$ cat src/rtl/game_timer_controller.sv
// game_timer_controller: three-digit BCD countdown timer driven by a one-second
// prescaler on CLK100M. LOAD sets the start value, START runs or resumes,
// PAUSE freezes both the digits and the prescaler phase. DONE pulses once on
// expiry.
// Optional feature: define TIMER_WARN_EN to build the low-time WARN output;
// without it WARN is tied to 0.
module game_timer_controller #(
    parameter logic [27:0] DIVISOR = 28'd100000000
) (
    input  logic        CLK100M,
    input  logic        RST,
    input  logic        LOAD,
    input  logic [11:0] LOAD_BCD,
    input  logic        START,
    input  logic        PAUSE,
    output logic [11:0] DIGITS,
    output logic [1:0]  STATE,
    output logic        DONE,
    output logic        WARN
);

    typedef enum logic [1:0] {
        ST_IDLE    = 2'b00,
        ST_RUNNING = 2'b01,
        ST_PAUSED  = 2'b10,
        ST_EXPIRED = 2'b11
    } state_t;

    localparam logic [27:0] PRESC_LAST = DIVISOR - 28'd1;

    state_t      state_r;
    state_t      state_s;
    logic [11:0] digits_r;
    logic [11:0] digits_s;
    logic [27:0] presc_r;
    logic [27:0] presc_s;
    logic        done_r;
    logic        done_s;
    logic        tick_s;

    // Saturate one BCD digit at 9.
    function automatic logic [3:0] clamp_digit(input logic [3:0] d);
        logic [3:0] r;
        if (d > 4'd9) begin
            r = 4'd9;
        end else begin
            r = d;
        end
        return r;
    endfunction

    // Clamp each of the three digits independently.
    function automatic logic [11:0] bcd_clamp(input logic [11:0] v);
        return {clamp_digit(v[11:8]), clamp_digit(v[7:4]), clamp_digit(v[3:0])};
    endfunction

    // Decrement a nonzero three-digit BCD value with borrow between digits.
    function automatic logic [11:0] bcd_dec(input logic [11:0] v);
        logic [3:0] h;
        logic [3:0] t;
        logic [3:0] u;
        h = v[11:8];
        t = v[7:4];
        u = v[3:0];
        if (u != 4'd0) begin
            u = u - 4'd1;
        end else begin
            u = 4'd9;
            if (t != 4'd0) begin
                t = t - 4'd1;
            end else begin
                t = 4'd9;
                h = h - 4'd1;
            end
        end
        return {h, t, u};
    endfunction

    // A tick only exists while running and the prescaler is on its last count.
    assign tick_s = (state_r == ST_RUNNING) && (presc_r == PRESC_LAST);

    // Next-state logic: LOAD beats PAUSE beats START; counting happens only
    // when no command is acted on in RUNNING.
    always_comb begin
        state_s  = state_r;
        digits_s = digits_r;
        presc_s  = presc_r;
        done_s   = 1'b0;
        if (LOAD) begin
            state_s  = ST_IDLE;
            digits_s = bcd_clamp(LOAD_BCD);
            presc_s  = 28'd0;
        end else if (PAUSE) begin
            // PAUSE wins over START even where it has no effect itself.
            if (state_r == ST_RUNNING) begin
                state_s = ST_PAUSED;
            end else begin
                state_s = state_r;
            end
        end else begin
            case (state_r)
                ST_IDLE: begin
                    if (START) begin
                        if (digits_r == 12'h000) begin
                            state_s = ST_EXPIRED;
                            done_s  = 1'b1;
                            presc_s = 28'd0;
                        end else begin
                            state_s = ST_RUNNING;
                        end
                    end else begin
                        state_s = ST_IDLE;
                    end
                end
                ST_RUNNING: begin
                    if (tick_s) begin
                        presc_s = 28'd0;
                        if ((digits_r == 12'h001) || (digits_r == 12'h000)) begin
                            digits_s = 12'h000;
                            state_s  = ST_EXPIRED;
                            done_s   = 1'b1;
                        end else begin
                            digits_s = bcd_dec(digits_r);
                        end
                    end else begin
                        presc_s = presc_r + 28'd1;
                    end
                end
                ST_PAUSED: begin
                    if (START) begin
                        state_s = ST_RUNNING;
                    end else begin
                        state_s = ST_PAUSED;
                    end
                end
                ST_EXPIRED: begin
                    state_s = ST_EXPIRED;
                    presc_s = 28'd0;
                end
                default: begin
                    state_s = ST_IDLE;
                    presc_s = 28'd0;
                end
            endcase
        end
    end

    // State, digits, prescaler and DONE registers with asynchronous reset.
    always_ff @(posedge CLK100M or posedge RST) begin
        if (RST) begin
            state_r  <= ST_IDLE;
            digits_r <= 12'h000;
            presc_r  <= 28'd0;
            done_r   <= 1'b0;
        end else begin
            state_r  <= state_s;
            digits_r <= digits_s;
            presc_r  <= presc_s;
            done_r   <= done_s;
        end
    end

    assign DIGITS = digits_r;
    assign STATE  = state_r;
    assign DONE   = done_r;

`ifdef TIMER_WARN_EN
    logic warn_r;
    logic warn_s;

    // Warning follows the next state/digits so it changes on the same edge.
    always_comb begin
        warn_s = ((state_s == ST_RUNNING) || (state_s == ST_PAUSED)) &&
                 (digits_s[11:4] == 8'h00);
    end

    // Registered low-time warning.
    always_ff @(posedge CLK100M or posedge RST) begin
        if (RST) begin
            warn_r <= 1'b0;
        end else begin
            warn_r <= warn_s;
        end
    end

    assign WARN = warn_r;
`else
    assign WARN = 1'b0;
`endif

endmodule

$ cat config.mk
export PLATFORM = sky130hd
export DESIGN_NAME = game_timer_controller
export DESIGN_NICKNAME = d
export VERILOG_FILES = /design/src/rtl/game_timer_controller.sv
export SDC_FILE = /design/constraint.sdc
export NUM_CORES = 1
export LEC_CHECK = 0
export CAP_MARGIN = 20
export CELL_PAD_IN_SITES_DETAIL_PLACEMENT = 1
export CELL_PAD_IN_SITES_GLOBAL_PLACEMENT = 2
export CORE_MARGIN = 5
export CORE_UTILIZATION = 31
export DETAILED_ROUTE_END_ITERATION = 8
export HOLD_SLACK_MARGIN = 0.03
export PLACE_DENSITY_LB_ADDON = 0.1
export SLEW_MARGIN = 20
export SYNTH_ARGS = -nofsm -noshare
export SYNTH_HDL_FRONTEND = slang
export SYNTH_SLANG_ARGS = --single-unit
$ cat constraint.sdc
create_clock -name CLK100M -period 2.3 [get_ports CLK100M]
set_input_delay 0.345 -clock CLK100M [delete_from_list [all_inputs] [get_ports CLK100M]]
set_output_delay 0.345 -clock CLK100M [all_outputs]
set_load 0.03 [all_outputs]
=== Word level (Yosys, flattened, before mapping) ===
Index checks and enable logic that the tools add are counted.

* Flip-flop bits (word level): 43
* Output and inout bits: 16
* Input bits: 17

* Reduce and logical (&&, ||, !) cells: 14
* Multiplexer cells: 35
* Order comparisons: 3
* Equality and inequality tests: 13
* $add $sub $neg: 4

{| class="wikitable"
|+ Operators by type and width
! cell !! count
|-
| 28-bit 2-to-1 mux || 5
|-
| 28-bit one-hot mux with 3 select lines || 1
|-
| 12-bit 2-to-1 mux || 5
|-
| 4-bit 2-to-1 mux || 8
|-
| 28-bit by 1-bit adder with 28-bit output, second input constant || 1
|-
| 28-bit by 27-bit equality test with 1-bit output, second input constant || 1
|-
| 2-bit 2-to-1 mux || 8
|-
| 12-bit by 1-bit equality test with 1-bit output, second input constant || 1
|-
| 4-bit greater-than comparator, second input constant || 3
|-
| 12-bit zero test || 1
|-
| 3-bit != test, second input constant || 4
|-
| 4-bit nonzero test || 3
|-
| 4-bit by 1-bit subtractor with 4-bit output, second input constant || 3
|-
| 2-bit one-hot mux with 4 select lines || 1
|-
| 4-bit AND reduction || 2
|-
| 1-bit 2-to-1 mux || 6
|-
| 3-bit AND reduction || 2
|-
| 5-bit AND reduction || 1
|-
| 2-bit equality test, second input constant || 2
|-
| 4-bit by 3-bit != test with 1-bit output, second input constant || 1
|-
| 4-bit != test, second input constant || 1
|-
| 2-bit nonzero test || 2
|-
| 3-bit by 2-bit != test with 1-bit output, second input constant || 1
|-
| 2-bit by 1-bit equality test with 1-bit output, second input constant || 1
|-
| 5 further kinds || 5
|}

=== Longest topological paths before layout ===
Gate-level depths: netlist (run 1).

* Depth in word-level cells: 8
* Gate-level depth with buffers: 10
* Mapped depth without buffers: 7

=== Worst setup path before layout (run 1) ===
OpenSTA, ideal clock, no wires.

* Path kind: register to register
* Start: register digits_r[8], in the netlist DIGITS[8]
* End: register presc_r[23]
* Stages on the path, launching flop included: 9
* Setup slack: -290 ps
* Period minus slack after synthesis: 2590 ps
* Library setup time: 78 ps
* Arrival: 2512 ps
* Required time: 2222 ps
* Cells stage by stage: dfrtp_1 inv_1 ha_1 or3b_1 o41ai_4 a21oi_2 buf_6 or4_1 a21oi_1

* Longest elaborated chain between the ends: 3

{| class="wikitable"
|+ RTL lines
! what !! line !! RTL
|-
| start: declaration || 33 || <nowiki>logic [11:0] digits_r;</nowiki>
|-
| start signal: assignment || 157 || <nowiki>digits_r <= digits_s;</nowiki>
|-
| 12-bit zero test || 104 || <nowiki>if (digits_r == 12'h000) begin</nowiki>
|-
| 3-bit != test (no line) || - ||
|-
| 4-bit AND reduction (no line) || - ||
|-
| end signal: assignment || 158 || <nowiki>presc_r <= presc_s;</nowiki>
|-
| end: declaration || 35 || <nowiki>logic [27:0] presc_r;</nowiki>
|}

No other way between the ends.
A chain may end at the register's enable or synchronous reset.

=== Worst setup path in the final report (run 1) ===
* Start: register digits_r[5], in the netlist DIGITS[5]
* End: register presc_r[20]

Same word-level chain as after synthesis.

==> results of run 1 <==
==> stage by stage <==
step           area [µm²]  setup TNS [ps]  setup WS, ps   util  hold slack [ps]
5_1_grt              4150           -2520          -153  0.471              427
4_1_cts              3810           -94.2         -48.7  0.433              404
3_3_place_gp         3720           -18.1         -9.75  0.423              516
3_5_place_dp         3720            -279         -85.0  0.423              514
2_1_floorplan        2850            -905          -115      -              455
6_report             4150            -601         -85.2  0.471              388
==> cell type report <==
type	count	area share
Sequential cell	43	0.261
Inverter	21	0.0190
Tap cell	108	0.0326
Timing Repair Buffer	104	0.235
Clock inverter	1	0.00121
Multi-Input combinational cell	252	0.433
Clock buffer	7	0.0184
==> registers in the layout (all words and copies together) (netlist names) <==
register,cells
DONE,1
STATE,2
presc_r,28
DIGITS,12
==> worst register-to-register path, delay by kind of cell, from the launching register on <==
kind / cells / cell delay [ps]
flops: 1 / 420
simple gates: 2 / 860
fa+ha+maj: 1 / 130
buf+inv: 2 / 250
compound gates: 3 / 660
==> layer usage <==
| layer | wire, µm | vias up | GRT usage |
|---|---|---|---|
| met2 | 5100 | 42 | 0.291 |
| li1 | - | 1445 | - |
| met5 | 0 | - | 0 |
| met3 | 285 | 13 | 0.0318 |
| met4 | 142 | 0 | 0.0422 |
| met1 | 4590 | 1499 | 0.222 |
==> kinds of logic after synthesis <==
logic type / count (synthesis) / synth area share
and+or+nand+nor: 132 / 0.262
AOI/OAI and AO/OA: 105 / 0.245
DFF: 43 / 0.381
buffers and inverters: 34 / 0.0506
adders and majority gates: 11 / 0.0488
muxes: 3 / 0.0111
other: 1 / 0.00133
==> layout by cell type, fill, tap and decap left out, types with 5 or more instances in the layout <==
master / n
a21oi_1: 19
a21oi_2: 10
a22o_1: 5
and3_1: 5
buf_4: 62
clkbuf_8: 5
clkdlybuf4s50_1: 31
dfrtp_1: 39
ha_1: 8
inv_1: 16
inv_2: 5
nand2_1: 20
nand2b_1: 5
nand3_1: 14
nand4_1: 14
nor2_1: 25
nor2b_1: 5
nor3_1: 6
o21ai_0: 19
o21ai_1: 7
o31ai_1: 6
o31ai_2: 5
or3_1: 9
or4_1: 7
==> repair_timing <==
action                                  in CTS  in global routing
endpoints found under the setup margin      17                 30
gates cloned                                 0                  5
buffers inserted                             0                  8
resized for setup                            5                 39
pin swaps                                    1                  1
==> where the power goes <==
| part | leakage [nW] | switching (W) | total [W] | internal, W |
|---|---|---|---|---|
| Sequential | 0.571 | 0.0000467 | 0.000863 | 0.000816 |
| Combinational | 1.08 | 0.000546 | 0.00103 | 0.000482 |
| Clock | 0.0422 | 0.000280 | 0.000494 | 0.000214 |
==> how the worst max path moves through the flow <==
stage | startpoint | end | slack (ps) | cells past startpoint
floorplan | DIGITS[5] | presc_r[16] | -120 | 9
global placement | DIGITS[8] | presc_r[16] | -10 | 8
detailed placement | DIGITS[8] | presc_r[20] | -90 | 8
CTS | DIGITS[5] | presc_r[16] | -50 | 8
global route | DIGITS[5] | presc_r[20] | -150 | 8
finish | DIGITS[5] | presc_r[20] | -90 | 8
==> impl_results.md, run 1 <==
* Fin crit period at between 2000 and 2500 ps
* Root buf cell: clkbuf_8
* Slew HR at 0.664
* Setup violators final at 16
* Core area at 8810 µm²
* Row Count at 34
* Largest cells by area after synthesis: dfrtp_1, a21oi_1, ha_1
* Number of fill cells at 1023
* Most frequent cells after synthesis: dfrtp_1, a21oi_1, nor2_1
* Mapped cell area at 2820 µm²
* Synth top area share at 0.381
* 1st-pass router iterations at 4
* Pin count of the biggest net entering global routing at 38
* Clock buffer depth at 2
* Worst path cell trace: inv_2 > ha_4 > or3b_4 > o41ai_4 > a21oi_4 > buf_12 > or4_1 > a21oi_1
* Placed insts at 515
* Sequential area share after synthesis at 0.381
* Status: finished, violations left
* Ys Warns at 0
* I/O Buffers at 31
* Initial antenna violation count at 0
* Cell Count, Final, Fillers Out at about 540
* Final WL at 10.1 mm
* Iter 0 DRT Violations at 86
* Post-Synthesis Cells at around 330
* HPWL Detailed at 7.08 mm
* H-tree Lvls at 2
* Setup crit start kind: register
* Failing checks: negative setup slack
* Hold-fix buffer count after cts at 0
* Final worst path period share at 1.04
* Cell variety after synth at 57
* Die area at around 11000 µm²
* Synth-to-layout area growth at 46.9%
* Clock Latency Late Sink at 300 ps
* Clock Skew at 9.34 ps
* Syn Area/Cell at roughly 8.6 µm²
* Top delay family on crit path: simple AND/OR/NAND/NOR gates
* FF+latch count, synth at 43
* Antenna cells at 0
* Critical Path Fanout Max at 18
* Starting Density at 0.320
* Fraction of layout cells with a size suffix above 1 at 0.297
* Total power at 0.00238 W
* Via count at ~3k
* Cell Pwr Density at 575 nW/µm²
* Synth Flop Type: dfrtp_1
* Number of remaining DRC errors at 0
* Max-cap violation count at 0
* Sequential cell area at 1080 µm²
* GRT Overall Usage at 0.170
* Number of enable flip-flop cells after synthesis at 0
* CP arrival at ~2600 ps
* First-pass GRT wire length at approximately 15 mm
* End of the worst register-to-register path: presc_r[20]
* Worst Hold Class: primary input to async pin
* Vias per inst at 5.60
* Synth area leader: dfrtp_1
* Largest stage delay, worst path at 470 ps
* Post-route antenna net violation count at 0
* RSZ-0062 raised after global routing: true
* Worst Setup End Kind: register
* IO Pins at 33
* R2R Setup Slk at -90 ps
* Worst Path Required at 2520 ps
* Synthesized Nets at 357
* FF-to-FF path depth at 8
* CTS buffer count at 5
* Fraction of registers with async set/reset at 1.00
* P_leak at roughly 1.7 nW
* Final hold violations at 0
* Worst setup slack after layout at -85.2 ps
* Vias in the first global route at approximately 3.0k
* CTS tree: yes
* Area of the multi-input gates at between 1500 and 2000 µm²
* Clk sink count at 43
* Reg-to-Reg Start: DIGITS[5]
* Worst slew pin tran at 504 ps
* Die Y at 105 µm
* Crit path kind: register to register
* Crit-path slowest cell: or4_1
* Cell with the most instances after synthesis: dfrtp_1
* Avg WL per Cell at between 15 and 20 µm
* Post-layout net count at 455
* Critical path buffers and inverters at 2
* Max Clk Rate at 0.419 GHz
* Total grt overflow at 0
* Final Max Tran Viols at 0
* Die width at 105 µm
* Clk slew on worst S/H paths at approximately 90 ps
* RD Place Congestion at 0.826
* Peak VDD IR at 213 µV
(Power assumes the default switching activity.)
==> run 2, diff against run 1 <==
--- a/config.mk
+++ b/config.mk
@@ -10,6 +10,7 @@
 export CELL_PAD_IN_SITES_GLOBAL_PLACEMENT = 2
 export CORE_MARGIN = 5
 export CORE_UTILIZATION = 31
+export CTS_CLUSTER_DIAMETER = 60
 export DETAILED_ROUTE_END_ITERATION = 8
 export HOLD_SLACK_MARGIN = 0.03
 export PLACE_DENSITY_LB_ADDON = 0.1
==> results of run 2 <==
The final DEF is identical to that of run 1; final timing and power are the same.
==> run 3, diff against run 2 <==
--- a/config.mk
+++ b/config.mk
@@ -8,10 +8,10 @@
 export CAP_MARGIN = 20
 export CELL_PAD_IN_SITES_DETAIL_PLACEMENT = 1
 export CELL_PAD_IN_SITES_GLOBAL_PLACEMENT = 2
-export CORE_MARGIN = 5
-export CORE_UTILIZATION = 31
+export CORE_UTILIZATION = 37
 export CTS_CLUSTER_DIAMETER = 60
 export DETAILED_ROUTE_END_ITERATION = 8
+export GPL_ROUTABILITY_DRIVEN = 0
 export HOLD_SLACK_MARGIN = 0.03
 export PLACE_DENSITY_LB_ADDON = 0.1
 export SLEW_MARGIN = 20
==> constraint.sdc (replaced) <==
create_clock -name CLK100M -period 2.8 [get_ports CLK100M]
set_input_delay 0.42 -clock CLK100M [delete_from_list [all_inputs] [get_ports CLK100M]]
set_output_delay 0.42 -clock CLK100M [all_outputs]
set_load 0.03 [all_outputs]
==> impl_results.md, run 3 (same netlist as run 1, synthesis figures left out) <==
* Worst setup slack after layout at 124 ps (was -85.2 ps)
* 1st-pass router iterations at 4 (unchanged)
* Number of remaining DRC errors at 0 (unchanged)
* First-pass GRT wire length at 13.9 mm (was 15.5 mm)
* Synth-to-layout area growth at 24.7% (was 46.9%)
* Vias in the first global route at 2763 (was 3026)
* Clock Skew at 10.2 ps (was 9.34 ps)
* Clk sink count at 43 (unchanged)
* Clock buffer depth at 2 (unchanged)
* Pin count of the biggest net entering global routing at 36 (was 38)
* Initial antenna violation count at 0 (unchanged)
* Row Count at 31 (was 34)
* Largest stage delay, worst path at 450 ps (was 470 ps)
* Top delay family on crit path: compound AO/OA/AOI/OAI gates (was simple AND/OR/NAND/NOR gates)
* CP arrival at 2900 ps (was 2610 ps)
* Final worst path period share at 0.956 (was 1.04)
* Root buf cell: clkbuf_8 (unchanged)
* Max-cap violation count at 0 (unchanged)
* Final Max Tran Viols at 0 (unchanged)
* Clock power frac at 0.269 (was 0.207)
* Cell Pwr Density at 524 nW/µm² (was 575 nW/µm²)
* Hold-fix buffer count after cts at 0 (unchanged)
* Worst path cell trace: inv_1 > ha_1 > or3b_1 > o41ai_4 > buf_4 > a21o_1 > nand2_1 > o31ai_1 (was inv_2 > ha_4 > or3b_4 > o41ai_4 > a21oi_4 > buf_12 > or4_1 > a21oi_1)
* IO Pins at 33 (unchanged)
* Fraction of layout cells with a size suffix above 1 at 0.110 (was 0.297)
* Setup crit start kind: register (unchanged)
* RSZ-0062 raised after global routing: false (was true)
* Max Clk Rate at 0.374 GHz (was 0.419 GHz)
* Peak VDD IR at 216 µV (was 213 µV)
* Core area at 7330 µm² (was 8810 µm²)
* Final hold violations at 0 (unchanged)
* Vias per inst at 5.83 (was 5.60)
* CTS buffer count at 5 (unchanged)
* Status: completed (was finished, violations left)
* Antenna cells at 0 (unchanged)
* P_leak at 1.41 nW (was 1.69 nW)
* Critical path buffers and inverters at 2 (unchanged)
* Worst Path Required at 3020 ps (was 2520 ps)
* Worst slew pin tran at 809 ps (was 504 ps)
* Worst Hold Class: primary input to async pin (unchanged)
* Critical Path Fanout Max at 11 (was 18)
* H-tree Lvls at 2 (unchanged)
* CTS tree: yes (unchanged)
* Post-layout net count at 409 (was 455)
* Worst Setup End Kind: register (unchanged)
* Die Y at 89.3 µm (was 105 µm)
* Slew HR at 0.461 (was 0.664)
* Iter 0 DRT Violations at 109 (was 86)
* Int Pwr at 0.00119 W (was 0.00151 W)
* Avg WL per Cell at 18.4 µm (was 18.9 µm)
* Placed insts at 471 (was 515)
* Most frequent cells in the layout: dfrtp_1, clkdlybuf4s50_1, a21oi_1 (was buf_4, dfrtp_1, clkdlybuf4s50_1)
* Reg power frac at 0.390 (was 0.362)
* Fin crit period at 2680 ps (was 2390 ps)
* Total grt overflow at 0 (unchanged)
* Crit-path slowest cell: or3b_1 (was or4_1)
* Crit path kind: register to register (unchanged)
* Post-route antenna net violation count at 0 (unchanged)
* Max reg flops at 28 (unchanged)
* Comb pwr share at 0.342 (was 0.431)
* HPWL Detailed at 6.39 mm (was 7.08 mm)
* Most common cell after layout, fill and taps aside: dfrtp_1 (was buf_4)
* Largest register by flop count: presc_r (unchanged)
* Clk slew on worst S/H paths at 90 ps (about the same)
* Pre-CTS WS at -2.83 ps (was -85.0 ps)
* Die width at 89.3 µm (was 105 µm)
* Clock Latency Late Sink at 310 ps (was 300 ps)
* Number of fill cells at 890 (was 1023)
* NetSw at 0.000654 W (was 0.000872 W)
* I/O Buffers at 31 (unchanged)
* Via count at 2798 (was 2999)
* Starting Density at 0.385 (was 0.320)
* Setup violators final at 0 (was 16)
* Final WL at 8.81 mm (was 10.1 mm)
* Sw frac at 0.355 (was 0.366)
* Die area at 7980 µm² (was 11100 µm²)
* GRT Overall Usage at 0.227 (was 0.170)
* Cell Count, Final, Fillers Out at 480 (was 536)
run 3: path summary, 6_finish.rpt:
path / start / end / slack [ps] / cells after the start
setup reg to reg: DIGITS[5] / presc_r[12] / 120 / 8
max in group asynchronous: RST / presc_r[3] / 1740 / 3
setup / recovery: DIGITS[5] / presc_r[12] / 120 / 8
hold / removal: RST / DIGITS[1] / 320 / 2
min in group CLK100M: presc_r[1] / presc_r[1] / 550 / 2
hold reg to reg: presc_r[1] / presc_r[1] / 550 / 2
run 3: what timing repair did:
action / CTS / global route
gates resized for setup: 1 / 1
gates cloned: 0 / 1
pin swaps: 0 / 1
setup endpoints to repair: 1 / 14
buffers inserted: 0 / 1
run 3: power by group through the flow:
stage | clock network, W | logic, W | registers [W]
floorplan | 0 | 0.000280 | 0.000814
CTS | 0.000504 | 0.000623 | 0.000718
detailed placement | 0 | 0.000618 | 0.000731
global route | 0.000530 | 0.000687 | 0.000727
global placement | 0 | 0.000601 | 0.000726
finish | 0.000495 | 0.000630 | 0.000718
run 3: stage by stage:
stage          hold WS [ps]  total power, W  setup TNS, ps   util  cell area [µm²]
2_1_floorplan           480         0.00109              0      -             2820
3_3_place_gp            531         0.00133              0  0.461             3380
3_5_place_dp            522         0.00135          -2.83  0.462             3390
4_1_cts                 326         0.00185              0  0.477             3500
5_1_grt                 338         0.00194              0  0.480             3520
6_report                323         0.00184              0  0.480             3520
run 3: cell type report:
class / count / area [µm²] / area share
Multi-Input combinational cell: 253 / 1630 / 0.462
Sequential cell: 43 / 1080 / 0.306
Inverter: 21 / 78.8 / 0.0224
Tap cell: 99 / 124 / 0.0352
Clock buffer: 5 / 68.8 / 0.0196
Clock inverter: 2 / 37.5 / 0.0107
Timing Repair Buffer: 57 / 505 / 0.144
run 3: layer usage:
metal,wire (µm),global-route usage
met1,4070,0.290
met2,4360,0.396
met3,239,0.0323
met4,143,0.0707
met5,0,0
